$ cat src/rtl/bus_arb_pkg.sv
// Shared types and width helpers for the registered bus arbiter.
// Width helpers keep single-client and unlimited-tenure builds at one bit minimum.
package bus_arb_pkg;

    typedef enum logic [1:0] {
        IDLE,
        GRANT,
        TURN
    } arb_state_t;

    function automatic int id_width(input int clients);
        return (clients > 1) ? $clog2(clients) : 1;
    endfunction

    function automatic int cnt_width(input int max_tenure);
        return (max_tenure > 0) ? $clog2(max_tenure + 1) : 1;
    endfunction

endpackage

$ cat src/rtl/bus_arb_rr_pick.sv
// Combinational winner pick: rotating scan after last, or highest index when rr_mode is low.
// Zero latency; found is low when no client requests.
module bus_arb_rr_pick
    import bus_arb_pkg::*;
#(
    parameter int CLIENTS = 4,
    parameter int IDW     = id_width(CLIENTS)
) (
    input  logic [CLIENTS-1:0] req,
    input  logic [IDW-1:0]     last,
    input  logic               rr_mode,
    output logic [IDW-1:0]     winner,
    output logic               found
);

    logic [IDW-1:0] idx;

    always_comb begin
        winner = '0;
        found  = 1'b0;
        idx    = '0;
        if (rr_mode) begin
            // First hit scanning last+1, last+2, ... with wrap
            for (int off = 1; off <= CLIENTS; off++) begin
                idx = IDW'((int'(last) + off) % CLIENTS);
                if (!found && req[idx]) begin
                    winner = idx;
                    found  = 1'b1;
                end
            end
        end else begin
            for (int i = 0; i < CLIENTS; i++) begin
                if (req[i]) begin
                    winner = IDW'(i);
                    found  = 1'b1;
                end
            end
        end
    end

endmodule

$ cat src/rtl/bus_arbiter_rr.sv
// Registered one-hot bus arbiter with tenure limit and a one-cycle turnaround between owners.
// Request-to-grant latency 1 cycle; owners hold get_bus, tenure limit forces release.
module bus_arbiter_rr
    import bus_arb_pkg::*;
#(
    parameter int CLIENTS     = 4,
    parameter int MAX_TENURE  = 16,
    parameter int ROUND_ROBIN = 1
) (
    input  logic                           clk,
    input  logic                           reset,
    input  logic [CLIENTS-1:0]             get_bus,
    output logic [CLIENTS-1:0]             bus_granted,
    output logic [id_width(CLIENTS)-1:0]   grant_id,
    output logic                           bus_busy,
    output logic                           tenure_expired
);

    localparam int             IDW      = id_width(CLIENTS);
    localparam int             CW       = cnt_width(MAX_TENURE);
    localparam logic [IDW-1:0] LAST_RST = IDW'(CLIENTS - 1);
    localparam logic [CW-1:0]  CNT_MAX  = CW'(MAX_TENURE);

    arb_state_t         state, state_nxt;
    logic [CW-1:0]      tenure_cnt, cnt_nxt;
    logic [IDW-1:0]     last, last_nxt;
    logic [CLIENTS-1:0] gnt_nxt;
    logic [IDW-1:0]     id_nxt;
    logic               busy_nxt;
    logic               exp_nxt;
    logic [IDW-1:0]     pick_id;
    logic               pick_vld;

    bus_arb_rr_pick #(
        .CLIENTS (CLIENTS),
        .IDW     (IDW)
    ) u_pick (
        .req     (get_bus),
        .last    (last),
        .rr_mode (ROUND_ROBIN != 0),
        .winner  (pick_id),
        .found   (pick_vld)
    );

    always_ff @(posedge clk or posedge reset) begin
        if (reset) begin
            state          <= IDLE;
            tenure_cnt     <= '0;
            last           <= LAST_RST;
            bus_granted    <= '0;
            grant_id       <= '0;
            bus_busy       <= 1'b0;
            tenure_expired <= 1'b0;
        end else begin
            state          <= state_nxt;
            tenure_cnt     <= cnt_nxt;
            last           <= last_nxt;
            bus_granted    <= gnt_nxt;
            grant_id       <= id_nxt;
            bus_busy       <= busy_nxt;
            tenure_expired <= exp_nxt;
        end
    end

    always_comb begin
        state_nxt = state;
        cnt_nxt   = tenure_cnt;
        last_nxt  = last;
        gnt_nxt   = bus_granted;
        id_nxt    = grant_id;
        busy_nxt  = bus_busy;
        exp_nxt   = 1'b0;
        case (state)
            GRANT: begin
                if (!get_bus[grant_id]) begin
                    // A drop on the limit cycle counts as voluntary: no pulse
                    state_nxt = TURN;
                end else if (MAX_TENURE != 0 && tenure_cnt == CNT_MAX) begin
                    state_nxt = TURN;
                    exp_nxt   = 1'b1;
                end else if (tenure_cnt != '1) begin
                    cnt_nxt = tenure_cnt + CW'(1);
                end
                if (state_nxt == TURN) begin
                    cnt_nxt  = '0;
                    gnt_nxt  = '0;
                    id_nxt   = '0;
                    busy_nxt = 1'b0;
                end
            end
            default: begin
                if (pick_vld) begin
                    state_nxt        = GRANT;
                    cnt_nxt          = CW'(1);
                    gnt_nxt          = '0;
                    gnt_nxt[pick_id] = 1'b1;
                    id_nxt           = pick_id;
                    busy_nxt         = 1'b1;
                    if (ROUND_ROBIN != 0) begin
                        last_nxt = pick_id;
                    end
                end else begin
                    state_nxt = IDLE;
                    cnt_nxt   = '0;
                    gnt_nxt   = '0;
                    id_nxt    = '0;
                    busy_nxt  = 1'b0;
                end
            end
        endcase
    end

endmodule

$ cat config.mk
export PLATFORM = sky130hd
export DESIGN_NAME = bus_arbiter_rr
export DESIGN_NICKNAME = d
export VERILOG_FILES = /design/src/rtl/bus_arb_pkg.sv /design/src/rtl/bus_arb_rr_pick.sv /design/src/rtl/bus_arbiter_rr.sv
export SDC_FILE = /design/constraint.sdc
export NUM_CORES = 1
export LEC_CHECK = 0
export ABC_AREA = 1
export ABC_CLOCK_PERIOD_IN_PS = 2300
export CORE_MARGIN = 2
export CORE_UTILIZATION = 55
export CTS_BUF_LIST = sky130_fd_sc_hd__clkbuf_8
export DETAILED_ROUTE_END_ITERATION = 10
export PLACE_DENSITY = 0.8
export RECOVER_POWER = 50
export SETUP_SLACK_MARGIN = 0.02
export SLEW_MARGIN = 0
export SYNTH_ARGS = -nofsm -noshare
export SYNTH_HDL_FRONTEND = slang
export SYNTH_SLANG_ARGS = --single-unit
$ cat constraint.sdc
create_clock -name clk -period 2.3 [get_ports clk]
set_clock_uncertainty 0.05 [all_clocks]
set_input_delay 0.46 -clock clk [delete_from_list [all_inputs] [get_ports clk]]
set_output_delay 0.46 -clock clk [all_outputs]
set_load 0.02 [all_outputs]
==> run summary, run 1 <==
The die covers 2480 sq um. Once detailed placement completed, the half-perimeter wirelength came to 1650 um. Dividing total power by cell area gives a power density of 1450 nW/um^2. The switching share of total power is 50.4%. Post-synthesis area per instance: 7.73 sq um.

Kind of cell adding the most delay to the critical path: buffers and inverters. In this run the post-CTS setup repair buffer count came out at 0. The via count of the first global-routing pass is 929, and the initial antenna violation count is 0. Counting cells, the worst reg-to-reg path comes to 11. The total clock sinks was 17. The run finished with clean final reports. Once the floorplan was initialized, standard cells occupied 58.7% of the core.

The highest ir drop seen on vdd came out at 0.000773 V. The wire length after detailed routing is 2070 um, and the power dissipated by switching net loads is 0.973 mW. The global-route wire length before repair came out at 3800 um. The tree is rooted in a clkbuf_8.

Combinational logic burns 62.4% of the power. The synthesized netlist occupies a cell area of 1150 sq um. The later pin in the worst-skew pair is clocked with a latency of 250 ps.

The largest net degree at the start of global routing was 18; the number of buffers and inverters on the critical path was 3. The global-route met3 utilization is 3.64%, and the final cell utilization of the core is 67.9%. In this run the count of I/O pins placed on the die edge is 14. The total overflow left after global routing is 0. Global routing consumed, on the met2 layer, 36.9% of the routing resources.

The number of iterations in the first detailed-routing pass was 4; the filler cell count in the final layout was 181. The global-route met1 utilization is 23.2%. Clock-pin slew on the worst setup and hold paths: 60 ps.

Shortest period the worst path allows: 1970 ps. The worst setup path is captured at a register. The sequential share of the synthesized area was 37.1%; the instance count on the critical path was 9. STA puts the critical path data required time at 2420 ps. The logs give 3 for the clock buffer count from CTS and 0 for the number of maximum-capacitance constraint violations. Once the clock tree was built, the resizer swapped 0 gates to a different size. The kind of critical path is primary input to register. The number of nets in the final layout is 173.

Of the cells placed in the final design, the portion with a size suffix greater than 1 is 24.5%. The core region is 1960 sq um. On the final layout, the worst hold slack is 434 ps. The count of final setup violators is 0. In this run the static leakage power is 0.686 nW. The count of state elements after synthesis was 17. Internal power comes to 0.958 mW. The path type of the worst min-delay path is register to register. Setup repair after global routing left no endpoint under its margin. Async set-or-reset flop fraction in the synthesized netlist: 100%. Once detail routing completed, the nets flagged for antenna violations numbered 0. At the end of routability-driven placement, the weighted congestion stood at 0.802. Counting instances, the worst hold path has a depth of 2. The routed layout has 935 vias. The placed instances occupy a cell area of 1290 sq um. The worst register-to-register path has a setup slack of 540 ps.

At the worst endpoint, the arrival time is 2090 ps. After layout, the worst path uses 85.7% of the clock period. The number of rows created at floorplan is 16, and the area taken by flip-flops and latches is 428 sq um.

The number of nets handed over by synthesis was 158. Once placement completed, the tool counted placed cells totaling 186. The worst path meets setup with 328 ps of slack. The post-detailed-route DRC marker count was 0. Synthesis handed over a netlist of 149 instances.

The design draws 1.93 mW. Slew at the pin closest to its max-slew limit: 622 ps. The count of hold buffers inserted by post-cts repair is 0. The tools report the maximum count of clock buffers along a single path as 2.

STA classifies the critical path startpoint as a primary input. In this run the tightest slew margin relative to its limit is 58.5%. The end of the worst register-to-register path is bus_granted[1]. In this run the critical register-to-register path is launched from last[0]. The netlist uses 27 different library cells.

Among all stages on the critical path, the largest delay is contributed by dlygate4sd3_1. The count of port buffers added during placement works out to 13. The finished cells cover 1330 sq um. Number of antenna cells inserted: 0. The global router's overall resource usage was 20.3%; the horizontal extent of the die was 49.8 um. From synthesis to final layout, the design area changed by 15.5%.

The number of levels the H-tree was split into is 1, and the number of hold violations in the final report is 0. The layer carrying the most global-route usage is met2. The detailed router finished its first iteration with 21 violations. Area taken by multi-input logic gates: 616 sq um.

Dividing the detail-routed wire length by the instance count gives 10.9 um. TritonCTS built the clock tree. Using the TritonRoute via totals, the vias-per-cell ratio works out to 4.92. The most used flip-flop cell after synthesis is dfrtp_1.

The finished layout holds 190 standard cells, fillers aside. The fraction of power consumed by sequential logic was 26.6%; the share of total power in the clock network was 11.0%. In this run the worst setup path begins at get_bus[3]. The synthesized design contains 0 enable-type register cells. The final count of pins violating max slew is 0.

The critical path ends at tenure_cnt[0]. The maximum operating frequency is 0.507 GHz. The die is 49.8 um tall. The number of warnings issued by yosys was 0. On the worst path, the slowest cell contributes a delay of 590 ps. The maximum net fanout on the critical path was 12. The critical path goes through dlygate4sd3_1, inv_1, a21oi_1, o21ai_0, o21ai_2, nand3_2, clkinv_1, o21ai_0, a21oi_1.

Timing analysis after detailed placement gives a worst setup slack of 97.5 ps. The aggregate negative setup slack is 0 ps.
## synthesized netlist by cell type (2+ instances only)
| master | n | area share, % |
|---|---|---|
| o21ai_2 | 3 | 2.3 |
| nand3_2 | 4 | 3.5 |
| inv_2 | 4 | 1.3 |
| xor2_1 | 2 | 1.5 |
| ha_1 | 3 | 3.3 |
| dfstp_2 | 2 | 4.6 |
| nand2_2 | 14 | 7.6 |
| nand2_4 | 6 | 5.9 |
| nor2_1 | 7 | 2.3 |
| buf_6 | 2 | 2.0 |
| dfrtp_1 | 15 | 33 |
| clkinv_1 | 2 | 0.65 |
| nand2_1 | 48 | 16 |
| o21ai_0 | 4 | 1.7 |
| inv_1 | 12 | 3.9 |
| nand3_1 | 7 | 3.0 |
| a21oi_1 | 4 | 1.7 |
## worst reg2reg max path: cells and delay by family (launching register included)
kind                   cells  cell delay (ps)
DFF                        1              680
buffers and inverters      2              140
AOI/OAI and AO/OA          1               70
and+or+nand+nor            8              710
## flip-flops by register name, summed over array words and instances, names as in the netlist
| signal | cells |
|---|---|
| tenure_cnt | 5 |
| bus_granted | 4 |
| grant_id | 2 |
| last | 2 |
| state | 2 |
| bus_busy | 1 |
| tenure_expired | 1 |
## power by group through the flow
stage	registers, mW	clock network, mW	logic [mW]
after floorplan	0.511	0	1.00
after global placement	0.519	0	1.17
after detailed placement	0.519	0	1.21
after CTS	0.515	0.213	1.22
after global routing	0.533	0.230	1.36
final	0.514	0.212	1.21
## layer usage
layer  part of all wire (%)  up-vias  wire length (um)
met5                      0        -                 0
met2                     51       13              1060
met4                    1.7        0                36
li1                       -      491                 -
met1                     45      427               925
met3                    2.4        4                50
## placed cells by master, fill, tap and decap left out, drive strengths merged, types with 2 or more instances in the layout
| cell | n |
|---|---|
| ha | 3 |
| nand3 | 11 |
| inv | 18 |
| a21oi | 4 |
| clkdlybuf4s50 | 9 |
| dfrtp | 15 |
| nor2 | 9 |
| clkbuf | 3 |
| dlygate4sd3 | 4 |
| o21ai | 8 |
| nand2 | 68 |
| dfstp | 2 |
| clkinv | 2 |
| xor2 | 2 |
## cell families (layout without fill, tap and decap cells)
kind of cell	count (synthesis)	after routing	synth area share, %
AO/OA/AOI/OAI	14	14	7.71
XOR/XNOR	2	2	1.52
adder cells (fa/ha/maj)	3	3	3.26
buffers and inverters	22	36	9.45
flip-flops	17	17	37.1
AND/OR/NAND/NOR	91	91	40.9
## worst min path at each step
stage / startpoint / endpoint / slack [ps]
6_report: bus_busy / bus_busy / 430
5_1_grt: bus_busy / bus_busy / 460
4_1_cts: bus_granted[2] / bus_granted[2] / 440
3_5_place_dp: bus_granted[2] / bus_granted[2] / 420
3_3_place_gp: bus_granted[0] / bus_granted[0] / 420
2_1_floorplan: reset / bus_busy / 330
## area by class of cell
type                            count  share of cell area, %
Sequential cell                    17                   32.1
Clock inverter                      1                  0.282
Multi-Input combinational cell    110                   46.2
Tap cell                           27                   2.54
Timing Repair Buffer               13                   9.77
Clock buffer                        3                   3.10
Inverter                           19                   5.92
Note: power is estimated with default switching activity, not from simulation.
==> run 2: changes to the inputs <==
--- a/config.mk
+++ b/config.mk
@@ -13,7 +13,6 @@
 export DETAILED_ROUTE_END_ITERATION = 10
 export PLACE_DENSITY = 0.8
 export RECOVER_POWER = 50
-export SETUP_SLACK_MARGIN = 0.02
 export SLEW_MARGIN = 0
 export SYNTH_ARGS = -nofsm -noshare
 export SYNTH_HDL_FRONTEND = slang
==> results of run 2 <==
The final DEF is identical to that of run 1; final timing and power are the same.
==> RTL edit 1, RTL diff (flow settings as in run 1) <==
Remove the register `tenure_expired`: a continuous assignment takes its place, so the output `tenure_expired` follows one clock earlier.
--- a/src/rtl/bus_arbiter_rr.sv
+++ b/src/rtl/bus_arbiter_rr.sv
@@ -52,3 +52,2 @@
             bus_busy       <= 1'b0;
-            tenure_expired <= 1'b0;
         end else begin
@@ -60,5 +59,6 @@
             bus_busy       <= busy_nxt;
-            tenure_expired <= exp_nxt;
         end
     end
+
+    assign tenure_expired = exp_nxt;
 
Formal check against the unedited RTL: same outputs for any inputs over 4 cycles, from zero or initial values and one cycle with reset high; that may be too few to reach the edited logic, so the function may still have changed.
==> RTL edit 1 against run 1 <==
Clock power grew 16%; routed wire length increased by 4.2%; design area fell by 2.3%; synthesized area is 6.5% lower; setup slack lost 220 ps; non-clock buffer count increased by 3; cell count rose by 5.8%; core utilization increased by 0.50 points; power down 1.9%; sequential cell count is 1 lower; register-to-register slack got worse by 80 ps; global-route usage is 0.39 points lower; largest cell class unchanged; largest power group unchanged; highest routed layer unchanged.
==> RTL edit 1: results (changes against run 1) <==
| Parameter | Reported | Unit | Delta |
|---|---|---|---|
| Run status | completed | - |  |
| Class of the tightest hold or removal check | register to register | - |  |
| Clock latency on the worst-skew pair | 250 | ps | about the same |
| Layout net count | 184 | - | +6.4% |
| Warnings, synthesis | 0 | - | unchanged |
| Tot GR Track Use | 19.9 | % | -0.39 points |
| Biggest registers after layout | tenure_cnt x5, bus_granted x4 | - |  |
| CP Max Fanout | 4 | - | -8 |
| Post-DP HPWL | 1670 | um | +1.5% |
| Resize count post-CTS | 5 | - | +5 |
| Post-synthesis sequential area ratio | 37.4 | % | +0.26 points |
| Share of layout cells above drive strength 1 | 17.8 | % | -6.7 points |
| Dominant combinational cell family by area after synthesis | simple AND/OR/NAND/NOR gates | - |  |
| Total CTS buffers | 3 | - | unchanged |
| Post-synthesis share of cell area spent on full adders, half adders and majority gates | 3.48 | % | +0.23 points |
| Total Wirelength | 2160 | um | +4.2% |
| Xor and xnor fraction of the mapped netlist area | 1.63 | % | +0.11 points |
| Count of buffers from port buffering | 13 | - | unchanged |
| Root buffer cell | sky130_fd_sc_hd__clkbuf_8 | - |  |
| Cell with the most instances after synthesis | sky130_fd_sc_hd__nand2_1 | - |  |
| Proportion of register bits with asynchronous set or reset after synthesis | 100 | % | unchanged |
| Yosys top cell area share | 32.5 | % | -0.053 points |
| Synth cell count leaders | sky130_fd_sc_hd__nand2_1, sky130_fd_sc_hd__inv_1, sky130_fd_sc_hd__dfrtp_1 | - |  |
| H-tree depth reported by CTS | 1 | - | unchanged |
| Arrival time of data at the critical path endpoint | 1680 | ps | -410 ps |
| Maximum number of pins on one net before global-route repair | 17 | - | -1 |
| Worst path slowest cell | sky130_fd_sc_hd__clkdlybuf4s50_1 | - |  |
| Cell leakage power | 0.677 | nW | -1.3% |
| Critical Path Max Stage Delay | 530 | ps | -60 ps |
| Final weighted congestion in routability-driven placement | 0.880 | - | +9.7% |
| Total via count in the routed design | 1013 | - | +8.3% |
| Transition at the pin with the smallest max-transition slack | 575 | ps | -46.4 ps |
| Cell variety after synth | 25 | - | -7.4% |
| 1st-iter DRT viols | 10 | - | -52% |
| Global-route wire length before repair | 3150 | um | -17% |
| Post-CTS setup repair buffer count | 0 | - | unchanged |
| Compound-cell area share of the yosys netlist | 7.78 | % | +0.073 points |
| Synthesized net count | 165 | - | +4.4% |
| Number of global-route vias before repair | 791 | - | -15% |
| Total cell area at the placement stage | 1240 | um^2 | -3.2% |
| Peak ir drop on the vdd network | 0.000924 | V | +20% |
| Cell types occupying the most area after synthesis | sky130_fd_sc_hd__dfrtp_1, sky130_fd_sc_hd__nand2_1, sky130_fd_sc_hd__inv_1, sky130_fd_sc_hd__nand2_2, sky130_fd_sc_hd__dfstp_2 | - |  |
==> RTL edit 1: cell types whose count changed in the layout (fill, tap and decap cells not counted), moves of 2 or more <==
cell and delta:
sky130_fd_sc_hd__o21ai_1 +7, sky130_fd_sc_hd__o21ai_2 -3, sky130_fd_sc_hd__buf_4 +3, sky130_fd_sc_hd__inv_1 +3, sky130_fd_sc_hd__nand2_2 -5, sky130_fd_sc_hd__nand3_2 -2, sky130_fd_sc_hd__clkdlybuf4s50_1 +2, sky130_fd_sc_hd__nand2_4 -5
sky130_fd_sc_hd__o21ai_0 -2, sky130_fd_sc_hd__dlygate4sd3_1 -3, sky130_fd_sc_hd__nand2_1 +13
==> RTL edit 1: worst paths after layout <==
check / depth (start not counted) / end / startpoint / slack, ps
worst min-delay path: 2 / bus_granted[1] / bus_granted[1] / 440
max in group asynchronous: 2 / bus_granted[2] / reset / 1170
worst max register to register: 11 / grant_id[0] / last[0] / 460
min in group asynchronous: 2 / tenure_cnt[1] / reset / 650
worst max-delay path: 5 / tenure_expired / get_bus[3] / 110
worst min register to register: 2 / bus_granted[1] / bus_granted[1] / 440
==> RTL edit 1: cell families (layout without fill, tap and decap cells) <==
logic type,Yosys count,in the layout
AO/OA/AOI/OAI,16,16
XOR/XNOR,2,2
adder cells (fa/ha/maj),3,3
buffers and inverters,23,41
flip-flops,16,16
AND/OR/NAND/NOR,96,96
==> RTL edit 1: report_power, final <==
group | switching, mW | total [mW] | leakage (nW) | internal [mW]
sequential | 0.0983 | 0.503 | 0.202 | 0.405
clock | 0.0935 | 0.246 | 0.0288 | 0.152
combinational | 0.737 | 1.15 | 0.447 | 0.410
total | 0.928 | 1.90 | 0.677 | 0.967
==> RTL edit 1: metrics by stage <==
| step | worst slack [ps] | hold WS, ps | std cells |
|---|---|---|---|
| after floorplan | 469 | 322 | 156 |
| after global placement | -327 | 418 | 197 |
| after detailed placement | -336 | 426 | 197 |
| after CTS | 96.3 | 440 | 201 |
| after global routing | 19.8 | 463 | 201 |
| final | 107 | 437 | 201 |
==> RTL edit 1: metal layers <==
layer	wire length (um)	global-route usage, %
met1	937	25.9
met2	1100	32.1
met3	90	2.59
met4	35	10.8
met5	0	0
==> RTL edit 1: critical path: cells and delay by family <==
kind	cells	cell delay [ps]
AOI/OAI and AO/OA	2	310
and+or+nand+nor	1	200
buffers and inverters	2	710
==> RTL edit 1: final cells by class <==
type / instances / area, um^2
Clock buffer: 4 / 55.1
Fill cell: 160 / 602
Inverter: 21 / 78.8
Multi-Input combinational cell: 117 / 582
Sequential cell: 16 / 403
Tap cell: 27 / 33.8
Timing Repair Buffer: 16 / 148
==> RTL edit 2, RTL diff (settings of run 1) <==
Made on the original files. Change the parameter `ROUND_ROBIN` from 1 to 0.
--- a/src/rtl/bus_arbiter_rr.sv
+++ b/src/rtl/bus_arbiter_rr.sv
@@ -7,3 +7,3 @@
     parameter int MAX_TENURE  = 16,
-    parameter int ROUND_ROBIN = 1
+    parameter int ROUND_ROBIN = 0
 ) (
Check against the original RTL: not equivalent (a bounded check fails within 4 cycles, from zero or initial values and one cycle with reset high).
==> RTL edit 2 against run 1 <==
Register-to-register slack gained 70 ps; combinational power shrank 50%; design area shrank 24%; non-clock buffer count is the same; synthesized cell count shrank 38%; global-route usage shrank 1.4 points; largest power group unchanged; routed wire length shrank 27%; sequential cell count shrank 2; critical endpoint is now grant_id[0]; sequential power shrank 18%; setup slack gained 170 ps; power shrank 36%; synthesized area shrank 28%; core utilization grew 0.94 points.
==> RTL edit 2: results (changes against run 1) <==
| Parameter | Reported | Unit | Delta |
|---|---|---|---|
| Warnings, synthesis | 0 | - | unchanged |
| Tot GR Track Use | 18.9 | % | -1.4 points |
| Detailed Routing Iterations Pass 1 | 4 | - | unchanged |
| Share of layout cells above drive strength 1 | 17.6 | % | -6.9 points |
| Post-DP HPWL | 1160 | um | -30% |
| Clock transition at the registers of the reported paths | 60 | ps | about the same |
| H-tree depth reported by CTS | 1 | - | unchanged |
| FILL cells | 120 | - | -34% |
| Class of the tightest hold or removal check | register to register | - |  |
| Resize count post-CTS | 0 | - | unchanged |
| Count of buffers from port buffering | 13 | - | unchanged |
| Clock latency on the worst-skew pair | 240 | ps |  |
| Total CTS buffers | 3 | - | unchanged |
| Peak ir drop on the vdd network | 0.000892 | V | +15% |
| Relative contribution of combinational cells to total power | 49.2 | % | -13 points |
| 1st-iter DRT viols | 9 | - | -57% |
| Transition at the pin with the smallest max-transition slack | 539 | ps | -83.2 ps |
| Pwr per Cell Area | 1220 | nW/um^2 | -16% |
| Proportion of register bits with asynchronous set or reset after synthesis | 100 | % | unchanged |
| Critical Path Max Stage Delay | 630 | ps | +40 ps |
| Synth cell count leaders | sky130_fd_sc_hd__nand2_1, sky130_fd_sc_hd__inv_1, sky130_fd_sc_hd__dfrtp_1 | - |  |
| Final weighted congestion in routability-driven placement | 0.776 | - | -3.2% |
| Number of placed cells counting well taps | 120 | - | -35% |
| Kind of cell adding the most delay to the critical path | buffers and inverters | - |  |
| Maximum number of pins on one net before global-route repair | 16 | - | -2 |
| Post-synthesis sequential area ratio | 45.0 | % | +7.8 points |
| Biggest registers after layout | tenure_cnt x5, bus_granted x4 | - |  |
| Initial antenna violation count | 0 | - | unchanged |
| Root buffer cell | sky130_fd_sc_hd__clkbuf_8 | - |  |
| Synthesized net count | 101 | - | -36% |
| Fraction of power consumed by the clock network | 16.7 | % | +5.7 points |
| CP Max Fanout | 5 | - | -7 |
| Per-cell via count in the routed design | 5.10 | - | +3.6% |
| Global-route wire length before repair | 2580 | um | -32% |
| Total via count in the routed design | 632 | - | -32% |
| Arrival time of data at the critical path endpoint | 1290 | ps | -800 ps |
| Net Switching | 0.517 | mW | -47% |
| Worst path slowest cell | sky130_fd_sc_hd__clkdlybuf4s50_1 | - |  |
| Cell variety after synth | 21 | - | -22% |
| Worst R2R Setup Slack | 610 | ps | +70 ps |
| CORE AREA | 1470 | um^2 | -25% |
| Cell types occupying the most area after synthesis | sky130_fd_sc_hd__dfrtp_1, sky130_fd_sc_hd__nand2_1, sky130_fd_sc_hd__inv_1, sky130_fd_sc_hd__o22ai_2, sky130_fd_sc_hd__ha_1 | - |  |
| Syn avg cell area | 9.07 | um^2 | +17% |
| Antenna Cells | 0 | - | unchanged |
| Cell leakage power | 0.503 | nW | -27% |
| Deepest clock path buffer count | 2 | - | unchanged |
| Run status | completed | - |  |
| Post-detailed-route wirelength per cell | 12.2 | um | +12% |
| Post-CTS setup repair buffer count | 0 | - | unchanged |
[RTL edit 2: area by class of cell]
| type | instances | area, um^2 | area share [%] |
|---|---|---|---|
| multi-input combinational | 57 | 370 | 36.6 |
| timing repair buffer | 13 | 130 | 12.9 |
| clock inverter | 1 | 3.75 | 0.371 |
| sequential | 15 | 375 | 37.1 |
| clock buffer | 3 | 41.3 | 4.08 |
| inverter | 19 | 71.3 | 7.05 |
| tap | 16 | 20.0 | 1.98 |
[RTL edit 2: metrics by stage]
step / area, um^2 / setup WS, ps / hold WS (ps) / utilization (%)
global route: 1010 / 457 / 501 / 68.8
floorplan: 835 / 747 / 311 / -
detailed placement: 973 / 436 / 472 / 66.2
finish: 1010 / 498 / 489 / 68.8
global placement: 973 / 497 / 476 / 66.2
CTS: 1020 / 484 / 497 / 69.2
[RTL edit 2: kinds of logic (layout without fill, tap and decap cells)]
kind of cell | after synthesis | after routing | synth area share, %
buf+inv | 20 | 36 | 9.89
compound gates | 11 | 11 | 12.1
xor+xnor | 2 | 2 | 2.10
flops | 15 | 15 | 45.0
simple gates | 41 | 41 | 26.4
fa+ha+maj | 3 | 3 | 4.50
[RTL edit 2: final timing paths]
check | from | cells after the start | endpoint
setup / recovery | grant_id[0] | 1 | grant_id[0]
hold / removal | bus_granted[3] | 2 | bus_granted[3]
setup reg to reg | tenure_cnt[0] | 7 | tenure_cnt[3]
hold reg to reg | bus_granted[3] | 2 | bus_granted[3]
max in group asynchronous | reset | 2 | bus_busy
min in group asynchronous | reset | 2 | state[0]
[RTL edit 2: metal layers]
layer,vias to the layer above,share of wire (%),track usage (%)
met5,-,0,0
met4,0,1.8,9.09
met3,4,3.0,4.26
met2,15,48,29.7
met1,291,47,24.7
li1,322,-,-
